File: src/rtl/uart_pkg.sv
// Shared types for the UART transmitter: FSM state encoding and parity-mode codes.
package uart_pkg;

    typedef enum logic [2:0] {
        ST_IDLE,
        ST_START,
        ST_DATA,
        ST_PARITY,
        ST_STOP
    } uart_state_e;

    localparam logic [1:0] PAR_NONE     = 2'b00;
    localparam logic [1:0] PAR_EVEN     = 2'b01;
    localparam logic [1:0] PAR_ODD      = 2'b10;
    localparam logic [1:0] PAR_NONE_ALT = 2'b11;

    function automatic logic parity_on(input logic [1:0] mode);
        return (mode == PAR_EVEN) || (mode == PAR_ODD);
    endfunction

    // Unused upper bits must be zero so they do not disturb the XOR.
    function automatic logic parity_bit(input logic [8:0] data, input logic [1:0] mode);
        return (^data) ^ (mode == PAR_ODD);
    endfunction

endpackage

File: src/rtl/uart_tx_fifo_if.sv
// Write-side bus of the UART transmitter: enqueue handshake plus FIFO status flags.
interface uart_tx_fifo_if #(
    parameter int DATA_W = 8
) ();

    logic              wr_en;
    logic [DATA_W-1:0] tx_data;
    logic              full;
    logic              empty;
    logic              overflow;

    modport master (
        output wr_en,
        output tx_data,
        input  full,
        input  empty,
        input  overflow
    );

    modport slave (
        input  wr_en,
        input  tx_data,
        output full,
        output empty,
        output overflow
    );

endinterface

File: src/rtl/uart_fifo.sv
// Synchronous FIFO with wrap-bit pointers; a write into a full FIFO is taken only when a pop frees a slot.
module uart_fifo #(
    parameter int DATA_W = 8,
    parameter int DEPTH  = 8
) (
    input  logic              clk,
    input  logic              rst,
    input  logic              wr_en,
    input  logic              rd_en,
    input  logic [DATA_W-1:0] din,
    output logic [DATA_W-1:0] dout,
    output logic              full,
    output logic              empty
);

    localparam int AW = $clog2(DEPTH);

    logic [AW:0]       wptr_q;
    logic [AW:0]       rptr_q;
    logic [DATA_W-1:0] mem_q [DEPTH];
    logic              do_wr;
    logic              do_rd;

    assign empty = (wptr_q == rptr_q);
    assign full  = (wptr_q[AW] != rptr_q[AW]) && (wptr_q[AW-1:0] == rptr_q[AW-1:0]);
    assign do_rd = rd_en && !empty;
    assign do_wr = wr_en && (!full || do_rd);
    assign dout  = mem_q[rptr_q[AW-1:0]];

    always_ff @(posedge clk or posedge rst) begin
        if (rst) begin
            wptr_q <= '0;
            rptr_q <= '0;
        end else begin
            if (do_wr) wptr_q <= wptr_q + (AW+1)'(1);
            if (do_rd) rptr_q <= rptr_q + (AW+1)'(1);
        end
    end

    always_ff @(posedge clk) begin
        if (do_wr) mem_q[wptr_q[AW-1:0]] <= din;
    end

endmodule

File: src/rtl/uart_tx_fifo.sv
// UART transmitter fed by a FIFO; frame settings are latched per word so config changes only affect later frames.
module uart_tx_fifo
    import uart_pkg::*;
#(
    parameter int DATA_W     = 8,
    parameter int FIFO_DEPTH = 8
) (
    input  logic          clk,
    input  logic          rst,
    uart_tx_fifo_if.slave wr_bus,
    input  logic [15:0]   baud_div,
    input  logic [1:0]    parity_mode,
    input  logic          two_stop,
    output logic          TX,
    output logic          tx_busy,
    output logic          tx_done
);

    if (DATA_W < 5 || DATA_W > 9) begin : g_bad_data_w
        $error("uart_tx_fifo: DATA_W must lie in 5..9");
    end
    if (FIFO_DEPTH < 2 || (FIFO_DEPTH & (FIFO_DEPTH - 1)) != 0) begin : g_bad_depth
        $error("uart_tx_fifo: FIFO_DEPTH must be a power of 2, at least 2");
    end

    localparam logic [3:0] LAST_BIT = 4'(DATA_W - 1);

    uart_state_e       state_q;
    logic [15:0]       baud_cnt_q;
    logic [3:0]        bit_cnt_q;
    logic              tx_q;
    logic              busy_q;
    logic              done_q;
    logic              ovf_q;
    logic [15:0]       div_q;
    logic [DATA_W-1:0] shreg_q;
    logic              par_q;
    logic              par_en_q;
    logic              two_stop_q;
    logic [DATA_W-1:0] fifo_dout;
    logic              fifo_full;
    logic              fifo_empty;
    logic              bit_end;
    logic              stop_last;
    logic              pop;

    uart_fifo #(
        .DATA_W (DATA_W),
        .DEPTH  (FIFO_DEPTH)
    ) u_fifo (
        .clk   (clk),
        .rst   (rst),
        .wr_en (wr_bus.wr_en),
        .rd_en (pop),
        .din   (wr_bus.tx_data),
        .dout  (fifo_dout),
        .full  (fifo_full),
        .empty (fifo_empty)
    );

    always_comb begin
        bit_end   = (baud_cnt_q == div_q);
        stop_last = (bit_cnt_q == {3'b000, two_stop_q});
        pop       = !fifo_empty &&
                    ((state_q == ST_IDLE) || (state_q == ST_STOP && bit_end && stop_last));
    end

    always_ff @(posedge clk) begin
        if (pop) begin
            shreg_q    <= fifo_dout;
            div_q      <= baud_div;
            par_en_q   <= parity_on(parity_mode);
            par_q      <= parity_bit(9'(fifo_dout), parity_mode);
            two_stop_q <= two_stop;
        end else if (state_q == ST_DATA && bit_end) begin
            shreg_q <= shreg_q >> 1;
        end
    end

    always_ff @(posedge clk or posedge rst) begin
        if (rst) begin
            state_q    <= ST_IDLE;
            baud_cnt_q <= '0;
            bit_cnt_q  <= '0;
            tx_q       <= 1'b1;
            busy_q     <= 1'b0;
            done_q     <= 1'b0;
            ovf_q      <= 1'b0;
        end else begin
            done_q <= 1'b0;
            ovf_q  <= wr_bus.wr_en && fifo_full && !pop;
            // TX trails the state by one cycle, giving the two-edge write-to-start-bit latency.
            case (state_q)
                ST_START:  tx_q <= 1'b0;
                ST_DATA:   tx_q <= shreg_q[0];
                ST_PARITY: tx_q <= par_q;
                default:   tx_q <= 1'b1;
            endcase
            if (state_q == ST_IDLE || bit_end) baud_cnt_q <= '0;
            else                               baud_cnt_q <= baud_cnt_q + 16'd1;
            case (state_q)
                ST_IDLE: begin
                    if (pop) begin
                        state_q <= ST_START;
                        busy_q  <= 1'b1;
                    end
                end
                ST_START: begin
                    if (bit_end) begin
                        state_q   <= ST_DATA;
                        bit_cnt_q <= '0;
                    end
                end
                ST_DATA: begin
                    if (bit_end) begin
                        if (bit_cnt_q == LAST_BIT) begin
                            bit_cnt_q <= '0;
                            state_q   <= par_en_q ? ST_PARITY : ST_STOP;
                        end else begin
                            bit_cnt_q <= bit_cnt_q + 4'd1;
                        end
                    end
                end
                ST_PARITY: begin
                    if (bit_end) state_q <= ST_STOP;
                end
                ST_STOP: begin
                    if (bit_end) begin
                        if (stop_last) begin
                            done_q    <= 1'b1;
                            bit_cnt_q <= '0;
                            state_q   <= pop ? ST_START : ST_IDLE;
                            busy_q    <= pop;
                        end else begin
                            bit_cnt_q <= bit_cnt_q + 4'd1;
                        end
                    end
                end
                default: begin
                    state_q <= ST_IDLE;
                    busy_q  <= 1'b0;
                end
            endcase
        end
    end

    assign TX              = tx_q;
    assign tx_busy         = busy_q;
    assign tx_done         = done_q;
    assign wr_bus.full     = fifo_full;
    assign wr_bus.empty    = fifo_empty;
    assign wr_bus.overflow = ovf_q;

endmodule

File: src/flat_wrapper.sv
// flat-port wrapper written by rule: the top's interface ports become plain ports
module uart_tx_fifo_flat import uart_pkg::*;
#(
    parameter int DATA_W     = 8,
    parameter int FIFO_DEPTH = 8
)
  (clk, rst, baud_div, parity_mode, two_stop, TX, tx_busy, tx_done, wr_bus_wr_en, wr_bus_tx_data, wr_bus_full, wr_bus_empty, wr_bus_overflow);
  uart_tx_fifo_if #(.DATA_W(DATA_W)) wr_bus_i ();
  input  logic clk;
  input  logic rst;
  input  logic [15:0] baud_div;
  input  logic [1:0] parity_mode;
  input  logic two_stop;
  output logic TX;
  output logic tx_busy;
  output logic tx_done;
  input wire logic [$bits(wr_bus_i.wr_en)-1:0] wr_bus_wr_en;
  input wire logic [$bits(wr_bus_i.tx_data)-1:0] wr_bus_tx_data;
  output wire logic [$bits(wr_bus_i.full)-1:0] wr_bus_full;
  output wire logic [$bits(wr_bus_i.empty)-1:0] wr_bus_empty;
  output wire logic [$bits(wr_bus_i.overflow)-1:0] wr_bus_overflow;
  assign wr_bus_i.wr_en = wr_bus_wr_en;
  assign wr_bus_i.tx_data = wr_bus_tx_data;
  assign wr_bus_full = wr_bus_i.full;
  assign wr_bus_empty = wr_bus_i.empty;
  assign wr_bus_overflow = wr_bus_i.overflow;
  uart_tx_fifo #(.DATA_W(DATA_W), .FIFO_DEPTH(FIFO_DEPTH)) u_core (.clk(clk), .rst(rst), .wr_bus(wr_bus_i), .baud_div(baud_div), .parity_mode(parity_mode), .two_stop(two_stop), .TX(TX), .tx_busy(tx_busy), .tx_done(tx_done));
endmodule
File: config.mk
export PLATFORM = sky130hd
export DESIGN_NAME = uart_tx_fifo_flat
export DESIGN_NICKNAME = d
export VERILOG_FILES = /design/src/rtl/uart_pkg.sv /design/src/rtl/uart_tx_fifo_if.sv /design/src/rtl/uart_fifo.sv /design/src/rtl/uart_tx_fifo.sv /design/src/flat_wrapper.sv
export SDC_FILE = /design/constraint.sdc
export NUM_CORES = 1
export LEC_CHECK = 0
export CAP_MARGIN = 20
export CORE_MARGIN = 2
export CORE_UTILIZATION = 55
export CTS_CLUSTER_SIZE = 25
export DETAILED_ROUTE_END_ITERATION = 10
export PLACE_DENSITY = 0.75
export SLEW_MARGIN = 10
export SYNTH_ARGS = -nofsm -noshare
export SYNTH_HDL_FRONTEND = slang
export SYNTH_HIERARCHICAL = 1
export SYNTH_SLANG_ARGS = --single-unit
File: constraint.sdc
create_clock -name clk -period 5.46 [get_ports clk]
set_clock_uncertainty 0.2 [all_clocks]
set_input_delay 1.365 -clock clk [delete_from_list [all_inputs] [get_ports clk]]
set_output_delay 1.365 -clock clk [all_outputs]
set_load 0.02 [all_outputs]
---- After elaboration in Yosys (flattened, before gate mapping) ----
Memory sizes are Yosys's and may differ from the RTL's.
Cells that the tools add are included.
storage, ports and cells
  logic and storage cells ................. 93
  ROM bits ................................ 0
  input bits .............................. 30
  memories ................................ 1
  output and inout port bits .............. 6
  bits in latches ......................... 0
  bits in writable memories ............... 64
  bits in registers ....................... 62
operators by class
  divide/modulo/power cells ............... 0
  bitwise gates (word level) .............. 2
  eq/ne operators ......................... 19
  reduce and logical (&&, ||, !) cells .... 24
  $add $sub $neg .......................... 4
  magnitude comparators ................... 0
  shift operators ......................... 0
  multiplexer cells ....................... 29
  $mul .................................... 0
memories
  memory               depth  bits a word  rd ports  clocked after memory_dff  write ports  line             RTL
  u_core.u_fifo.mem_q  8      8            1         0                         1            uart_fifo.sv:20  logic [DATA_W-1:0] mem_q [DEPTH];
operator list
  operator                 count
  $mux W3                  8
  $mux W4                  5
  $add A16 B1 Y16 const B  1
  $eq A16 B16 Y1           1
  $mux W16                 1
  $mux W8                  2
  $pmux W3 S5              1
  $add A4 B1 Y4 const B    3
  $ne A2 B1 Y1 const B     6
  $pmux W4 S3              1
  $logic_and A1 B1 Y1      9
  $mux W1                  9
  $reduce_xor A9 Y1        1
  $reduce_and A4 Y1        2
  $reduce_and A7 Y1        1
  $eq A3 B2 Y1 const B     2
  $pmux W1 S3              2
  $eq A4 B1 Y1             1
  $eq A4 B3 Y1 const B     1
  $eq A4 B4 Y1             1
  $logic_or A1 B1 Y1       4
  $eq A3 B1 Y1 const B     1
  $eq A3 B3 Y1             1
  $eq A3 B3 Y1 const B     1
  other kinds (11)         13

---- Logic depth before layout (Yosys ltp) ----
Gate-level depths: netlist of run 1.
  depth in word-level cells ............... 10
  depth in mapped cells ................... 14
  gate-level depth less buffers ........... 10

---- Hierarchy ----
The synthesis of run 1 kept the hierarchy.
by module, submodules not included
  module        area each (µm²)  cells each  instances
  uart_fifo     3109.2           152         1
  uart_tx_fifo  2547.4           220         1

---- Worst setup path after synthesis of run 1 ----
No wires, ideal clock.
  kind .................................... register -> register
  start ................................... reg u_core.u_fifo.rptr_q[0]
  end ..................................... mem u_core.u_fifo.mem_q[1][0], enable pin
  stages on the path, launching flop included .. 13
  period minus slack after synthesis ...... 3990 ps
  arrival ................................. 3396 ps
  path slack .............................. 1470 ps
  setup time .............................. 395 ps
  path through ............................ dfrtp_1 -> buf_6 -> xnor2_1 -> nand3_2 -> buf_6 -> nor2_1 -> or3_1 -> a21o_1 -> buf_6 -> inv_1 -> buf_6 -> nor3_2 -> nor4_1
on the way
  longest elaborated chain between the ends .. 8
  elaborated cells on any way between the ends .. 11
  those cells by class .................... 2 x eq/ne; 2 x mux; 7 x reduce/logical
ends and longest elaborated chain
  what                           line                RTL
  start: declaration             uart_fifo.sv:19     logic [AW:0] rptr_q;
  start signal: assignment       uart_fifo.sv:36     if (do_rd) rptr_q <= rptr_q + (AW+1)'(1);
  $eq A4 B4 Y1                   uart_fifo.sv:24     assign empty = (wptr_q == rptr_q);
  via wr_bus_empty               flat_wrapper.sv:20  output wire logic [$bits(wr_bus_i.empty)-1:0] wr_bus_empty;
  $logic_not A1 Y1               uart_tx_fifo.sv:64  pop = !fifo_empty &&
  $logic_and A1 B1 Y1            uart_tx_fifo.sv:64
  via u_core.pop                 uart_tx_fifo.sv:45  logic pop;
  $logic_and A1 B1 Y1            uart_fifo.sv:26     assign do_rd = rd_en && !empty;
  $logic_or A1 B1 Y1             uart_fifo.sv:27     assign do_wr = wr_en && (!full || do_rd);
  $logic_and A1 B1 Y1            uart_fifo.sv:27
  $mux W1                        uart_fifo.sv:41     if (do_wr) mem_q[wptr_q[AW-1:0]] <= din;
  $mux W1 (implied by the code)  uart_fifo.sv:41
  end: declaration               uart_fifo.sv:20
The timed path passes the listed nets, and every way through them passes these cells.

---- Final worst setup path of run 1 ----
  start ................................... reg u_core.u_fifo.rptr_q[1]
  end ..................................... out wr_bus_empty
on the way
  longest elaborated chain between the ends .. 1
ends and longest elaborated chain
  what              line
  $eq A4 B4 Y1      uart_fifo.sv:24
  end: declaration  flat_wrapper.sv:20
Every way passes these cells.

==> reports/summary.txt, run 1 <==
Post-synth ARST share -> 0.278
hold_sp -> u_core/baud_cnt_q[0]$_DFF_PP0_
vias per inst -> 5.55
drt wl/cell -> 17.6 µm
outcome -> completed
Yosys reg bits -> 126
post-synth top area share -> 0.483
minimum clock period -> 4.48 ns
worst setup margin -> 0.979 ns
Post-CTS Setup Bufs -> 0
Die H -> 105 µm
clk root buf -> clkbuf_8
Initial DRC Count -> 138
Post-synth EDFFs -> 91
number of H-tree levels -> 4
Static Leak -> 2.46 nW
post-synth net total -> 407
CP Data Arrival Time -> 2.92 ns
# setup viols final -> 0
share of layout cells above drive strength 1 -> 0.163
CP Max Fanout -> 20
Max Cap Viol -> 0
IO buf count -> 35
Final Cycle Share -> 0.821
Sink Count -> 126
number of core rows -> 37
worst r2r path cells -> 10
Mapped Cells -> 372
Reg2Reg Setup Slack -> 1.41 ns
Core Area -> 0.0101 mm²
Vias -> 3,133
end of the worst hold path -> u_core/baud_cnt_q[0]$_DFF_PP0_
VDD IR max -> 0.381 mV
Reg area -> 0.00361 mm²
hold path depth -> 1
Startpoint Class -> register
YS warnings -> 6
synthesis-to-finish area growth -> 18.9%
GRT Total Usage -> 0.198
fin util -> 0.664
Place WS -> 1.36 ns
first-pass GRT wire length -> 16,300 µm
Crit. End Element -> primary output
critical setup path kind -> reg2out
io pins -> 36
R2R Path Start -> u_core/u_fifo/rptr_q[1]$_DFFE_PP0P_
Post-layout nets -> 454
largest cells by area after synthesis -> edfxtp_1 (48%), dfrtp_1 (15%), xnor2_1 (5.1%)
RSZ-0062 raised after global routing -> false
Hold Violations, Final -> 0
gpl congestion -> 0.797
Initial Utilization -> 0.558
Syn Std Cell Area -> 0.00566 mm²
worst-skew pair later-pin latency -> 0.52 ns
setup_tns -> 0 ns
Power Density -> 568 mW/mm²
vias in the first global route -> 3,210
Synth area leader -> edfxtp_1
DRT Wirelength -> 9960 µm
drt first pass iters -> 6
sequential share of the synthesized area -> 0.638
Fillers -> 722
multi-input logic area -> 0.00188 mm²
GRT overflow -> 0
post_cts resized -> 0
clock buffer depth -> 2
Clock transition at path regs -> 0.05 ns
initial antenna violation count -> 0
max-slew violations -> 0
# hold bufs at CTS -> 0
Primary FF master, synth -> edfxtp_1
Die X -> 105 µm
CP required -> 3.89 ns
FMAX -> 223 MHz
Die Area -> 0.0111 mm²
detailed-route DRC error count -> 0
Slew @ Worst Pin -> 0.824 ns
post-route ant nets -> 0
largest net degree at the start of global routing -> 28
average cell area after synthesis -> 15.2 µm²
slew margin rel. -> 0.451
Antenna Cells -> 0
CTS Buf Count -> 17
Reg2Reg Capture Point -> u_core/u_fifo/mem_q[2][6]$_DFFE_PP_
TritonCTS clock tree -> yes
synth unique cells -> 52
Detail Placement HPWL -> 6700 µm
Hold WC Path Type -> reg2reg
==> critical path, stage by stage, from the launching register on <==
cell and delay (ns):
dfrtp_1 0.87, xnor2_2 0.19, nand3_2 0.32, nor2_1 0.32, clkdlybuf4s50_1 0.68
==> report_power, final <==
| part | internal [mW] | switching, mW |
|---|---|---|
| clock network | 0.730 | 0.387 |
| registers | 1.33 | 0.178 |
| logic | 0.602 | 0.597 |
==> layout by cell type (no fill, tap or decap), drive strengths merged, types with 2 or more instances in the layout <==
cell type	n
clkinv	7
clkdlybuf4s50	35
xor2	11
nor2	30
o21ai	12
o311ai	4
buf	9
o32ai	2
bufinv	4
inv	13
edfxtp	91
nor3	6
xnor2	35
mux4	16
and3	2
nand4	8
a21oi	8
ha	5
nor2b	2
or2	2
or3	5
dfrtp	34
nand3b	2
nand2	25
mux2	18
o31ai	2
clkbuf	17
nand3	8
nand2b	2
nor4	3
==> per-layer routing <==
layer / GRT usage / vias up / part of all wire
met5: 0 / - / 0
met4: 0.0962 / 0 / 0.024
met3: 0.0625 / 25 / 0.043
met2: 0.322 / 75 / 0.51
met1: 0.241 / 1549 / 0.42
li1: - / 1484 / -
==> stage by stage <==
step	instances	power, mW	hold WS (ns)	cell area, µm²
after floorplan	372	2.49	0.291	5660
after global placement	534	2.69	0.316	6110
after detailed placement	534	2.72	0.320	6110
after CTS	563	3.85	0.336	6700
after global routing	565	4.01	0.349	6730
final	565	3.82	0.332	6730
==> layout make-up <==
class	count	share of cell area
Clock buffer	17	0.0616
Tap cell	136	0.0253
Inverter	12	0.00670
Sequential cell	126	0.537
Timing Repair Buffer	44	0.0647
Multi-Input combinational cell	218	0.280
Clock inverter	12	0.0255
==> synth_stat cells (all sizes together) (6+ instances only) <==
master  count
inv        12
dfrtp      34
nand4       8
mux2       18
mux4       16
nor2       30
buf        11
nand2      25
a21oi       8
xnor2      35
xor2       11
o21ai      12
nor3        6
edfxtp     91
nand3       8
==> flip-flops by register name, summed over array words and instances, names as in the netlist <==
register	count
u_core/TX	1
u_core/baud_cnt_q	16
u_core/bit_cnt_q	4
u_core/div_q	16
u_core/par_en_q	1
u_core/par_q	1
u_core/shreg_q	8
u_core/state_q	3
u_core/two_stop_q	1
u_core/tx_busy	1
u_core/tx_done	1
u_core/u_fifo/mem_q	64
u_core/u_fifo/rptr_q	4
u_core/u_fifo/wptr_q	4
u_core/wr_bus.overflow	1
==> how the worst max path moves through the flow <==
stage | from | to | slack (ns)
finish | u_core/u_fifo/rptr_q[1]$_DFFE_PP0P_ | wr_bus_empty | 0.98
global placement | u_core/u_fifo/rptr_q[1]$_DFFE_PP0P_ | u_core/u_fifo/mem_q[2][2]$_DFFE_PP_ | 1.48
floorplan | u_core/u_fifo/rptr_q[0]$_DFFE_PP0P_ | u_core/u_fifo/mem_q[1][0]$_DFFE_PP_ | 1.47
CTS | u_core/u_fifo/rptr_q[1]$_DFFE_PP0P_ | wr_bus_empty | 0.91
global route | u_core/u_fifo/rptr_q[1]$_DFFE_PP0P_ | wr_bus_empty | 0.80
detailed placement | u_core/u_fifo/rptr_q[1]$_DFFE_PP0P_ | u_core/u_fifo/mem_q[2][2]$_DFFE_PP_ | 1.36
==> cells by family (layout without fill, tap and decap cells) <==
family / count (synthesis) / in the layout / synth area share
XOR/XNOR: 46 / 46 / 0.0739
buffers and inverters: 28 / 85 / 0.0292
AO/OA/AOI/OAI: 35 / 35 / 0.0498
adder cells (fa/ha/maj): 5 / 5 / 0.0111
multiplexers: 34 / 34 / 0.111
AND/OR/NAND/NOR: 98 / 98 / 0.0871
flip-flops: 126 / 126 / 0.638
(Power assumes the default switching activity.)
==> inputs of run 2 (changes only) <==
==> constraint.sdc (replaced) <==
create_clock -name clk -period 4.5 [get_ports clk]
set_clock_uncertainty 0.2 [all_clocks]
set_input_delay 1.125 -clock clk [delete_from_list [all_inputs] [get_ports clk]]
set_output_delay 1.125 -clock clk [all_outputs]
set_load 0.02 [all_outputs]
==> run 2 against run 1 <==
Effect of this change: largest cell class unchanged; highest routed layer unchanged; flip-flop and latch count stayed put; critical path depth is 1 higher; critical path type unchanged; global-route usage is 0.28 points higher; clock power is 22% higher; cell area is 0.60% higher; routed wire length is 0.63% higher; largest power group unchanged; worst setup slack worse by 0.52 ns; total power is 23% higher.
==> reports/summary.txt, run 2 (same netlist as run 1, synthesis figures left out) <==
hold_sp -> u_core/tx_busy$_DFFE_PP0P_
TritonCTS clock tree -> yes
Vias -> 3,134 (+0.032%)
GR peak layer -> met2
Startpoint Class -> register
Antenna Cells -> 0 (unchanged)
VDD IR max -> 0.421 mV (+11%)
Hold Violations, Final -> 0 (unchanged)
clock buffer depth -> 2 (unchanged)
number of core rows -> 37 (unchanged)
Post-CTS Setup Bufs -> 0 (unchanged)
synthesis-to-finish area growth -> 19.6%
Combinational Power Share -> 0.328 (+0.014)
gpl congestion -> 0.804 (+0.88%)
io pins -> 36 (unchanged)
CTS Buf Count -> 17 (unchanged)
# hold bufs at CTS -> 0 (unchanged)
detailed-route DRC error count -> 0 (unchanged)
Max Cap Viol -> 0 (unchanged)
end of the worst hold path -> u_core/tx_busy$_DFFE_PP0P_
Clock transition at path regs -> 0.06 ns (about the same)
Place WS -> 1.03 ns (-0.333 ns)
Detail Placement HPWL -> 6570 µm (-2.0%)
post-route cell area -> 0.00677 mm² (+0.60%)
Core Area -> 0.0101 mm² (unchanged)
max FFs per register -> 64 (unchanged)
CP Max Fanout -> 12 (-40%)
CP required -> 3.17 ns (-0.72 ns)
Initial DRC Count -> 126 (-8.7%)
Crit. End Element -> primary output
Sink Count -> 126 (unchanged)
max incr delay on CP -> 0.68 ns (-0.19 ns)
R2R Path Start -> u_core/u_fifo/rptr_q[2]$_DFFE_PP0P_
clk root buf -> clkbuf_8
drt wl/cell -> 17.5 µm (-0.42%)
commonest non-fill, non-tap cell in the layout -> edfxtp_1
switching pwr -> 1.48 mW (+27%)
largest net degree at the start of global routing -> 28 (unchanged)
Die H -> 105 µm (unchanged)
# setup viols final -> 0 (unchanged)
post_cts resized -> 0 (unchanged)
post-route ant nets -> 0 (unchanged)
share of layout cells above drive strength 1 -> 0.172 (+0.00924)
critical setup path kind -> reg2out
outcome -> completed
Pint -> 3.20 mW (+21%)
routing usage on met2 -> 0.314 (-0.00783)
Initial Utilization -> 0.558 (unchanged)
Static Leak -> 2.47 nW (+0.19%)
Die X -> 105 µm (unchanged)
worst-skew pair later-pin latency -> 0.53 ns (about the same)
met3 GRT Util -> 0.0730 (+0.0105)
worst setup margin -> 0.458 ns (-0.522 ns)
IO buf count -> 35 (unchanged)
max-slew violations -> 0 (unchanged)
Area after DPL -> 0.00614 mm² (+0.49%)
setup_tns -> 0 ns (unchanged)
Setup crit start -> u_core/u_fifo/rptr_q[2]$_DFFE_PP0P_
Switching Share -> 0.315 (+0.0111)
Clk pwr share -> 0.293 (about the same)
minimum clock period -> 4.04 ns
FMAX -> 247 MHz
first-pass GRT wire length -> 16,500 µm (+1.3%)
Reg2Reg Setup Slack -> 1.08 ns (-0.33 ns)
DRT Wirelength -> 10,000 µm (+0.63%)
fin util -> 0.668 (+0.00395)
Post-layout nets -> 457 (+0.66%)
worst r2r path cells -> 11 (+1)
CP max-delay cell -> clkdlybuf4s50_1
number of H-tree levels -> 4 (unchanged)
Power Density -> 692 mW/mm² (+22%)
GRT Total Usage -> 0.201 (+0.00282)
Reg power frac -> 0.379 (-0.015)
Die Area -> 0.0111 mm² (unchanged)
most frequent cells in the layout -> edfxtp_1 (91), clkdlybuf4s50_1 (35), dfrtp_1 (34), xnor2_1 (33), nor2_1 (30)
Hold WC Path Type -> reg2reg
slew margin rel. -> 0.463 (+0.0119)
Critical Path, Cell by Cell -> buf_4, xnor2_1, nand3_2, nor2_1, clkdlybuf4s50_1
met1 Resource Use GR -> 0.249 (+0.00782)
initial antenna violation count -> 0 (unchanged)
CP Data Arrival Time -> 2.72 ns (-0.20 ns)
hold path depth -> 2 (+1)
Final Cycle Share -> 0.898
Slew @ Worst Pin -> 0.803 ns (-0.0209 ns)
RSZ-0062 raised after global routing -> false
GRT overflow -> 0 (unchanged)
vias per inst -> 5.49 (-1.0%)
Reg2Reg Capture Point -> u_core/u_fifo/mem_q[1][0]$_DFFE_PP_
drt first pass iters -> 6 (unchanged)
vias in the first global route -> 3,260 (+1.6%)
[run 2: cell count changes in the layout (fill, tap and decap cells not counted)]
cell	delta
clkbuf_1	+1
clkinv_2	-5
bufinv_16	-1
clkinvlp_4	+3
inv_6	+3
buf_2	-1
clkinv_4	+2
buf_4	+4
[run 2: worst max-delay path by stage]
stage	slack [ns]	depth (start not counted)	endpoint
finish	0.46	5	wr_bus_empty
global route	0.30	5	wr_bus_empty
CTS	0.44	5	wr_bus_empty
detailed placement	1.03	5	wr_bus_empty
global placement	1.06	5	wr_bus_empty
floorplan	0.51	12	u_core/u_fifo/mem_q[1][0]$_DFFE_PP_
[run 2: cell type report]
| cell class | count | area, µm² |
|---|---|---|
| inverters | 12 | 45.0 |
| well taps | 136 | 170 |
| multi-input cells | 218 | 1880 |
| repair buffers | 47 | 460 |
| clock inverters | 14 | 183 |
| flip-flops and latches | 126 | 3610 |
| clock buffers | 18 | 418 |
| fillers | 691 | 3370 |
[run 2: per-layer routing]
layer / vias to the layer above / share of wire
met5: - / 0
met3: 19 / 0.052
met4: 0 / 0.020
met2: 76 / 0.50
li1: 1494 / -
met1: 1545 / 0.43
[run 2: power by group through the flow]
stage | combinational, mW | sequential, mW | clock [mW]
final | 1.54 | 1.77 | 1.37
after floorplan | 1.30 | 1.72 | 0
after global routing | 1.66 | 1.81 | 1.45
after global placement | 1.51 | 1.79 | 0
after CTS | 1.55 | 1.77 | 1.40
after detailed placement | 1.54 | 1.79 | 0
[run 2: critical path: cells and delay by family, from the launching register on]
family	cells	cell delay (ns)
buffers and inverters	2	0.87
AND/OR/NAND/NOR	2	0.76
flip-flops	1	0.35
XOR/XNOR	1	0.21
[run 2: metrics by stage]
step | hold slack [ns] | cells | power [mW]
after global routing | 0.368 | 571 | 4.92
after floorplan | 0.291 | 372 | 3.02
after CTS | 0.341 | 570 | 4.73
after global placement | 0.317 | 538 | 3.30
final | 0.336 | 571 | 4.68
after detailed placement | 0.324 | 538 | 3.34
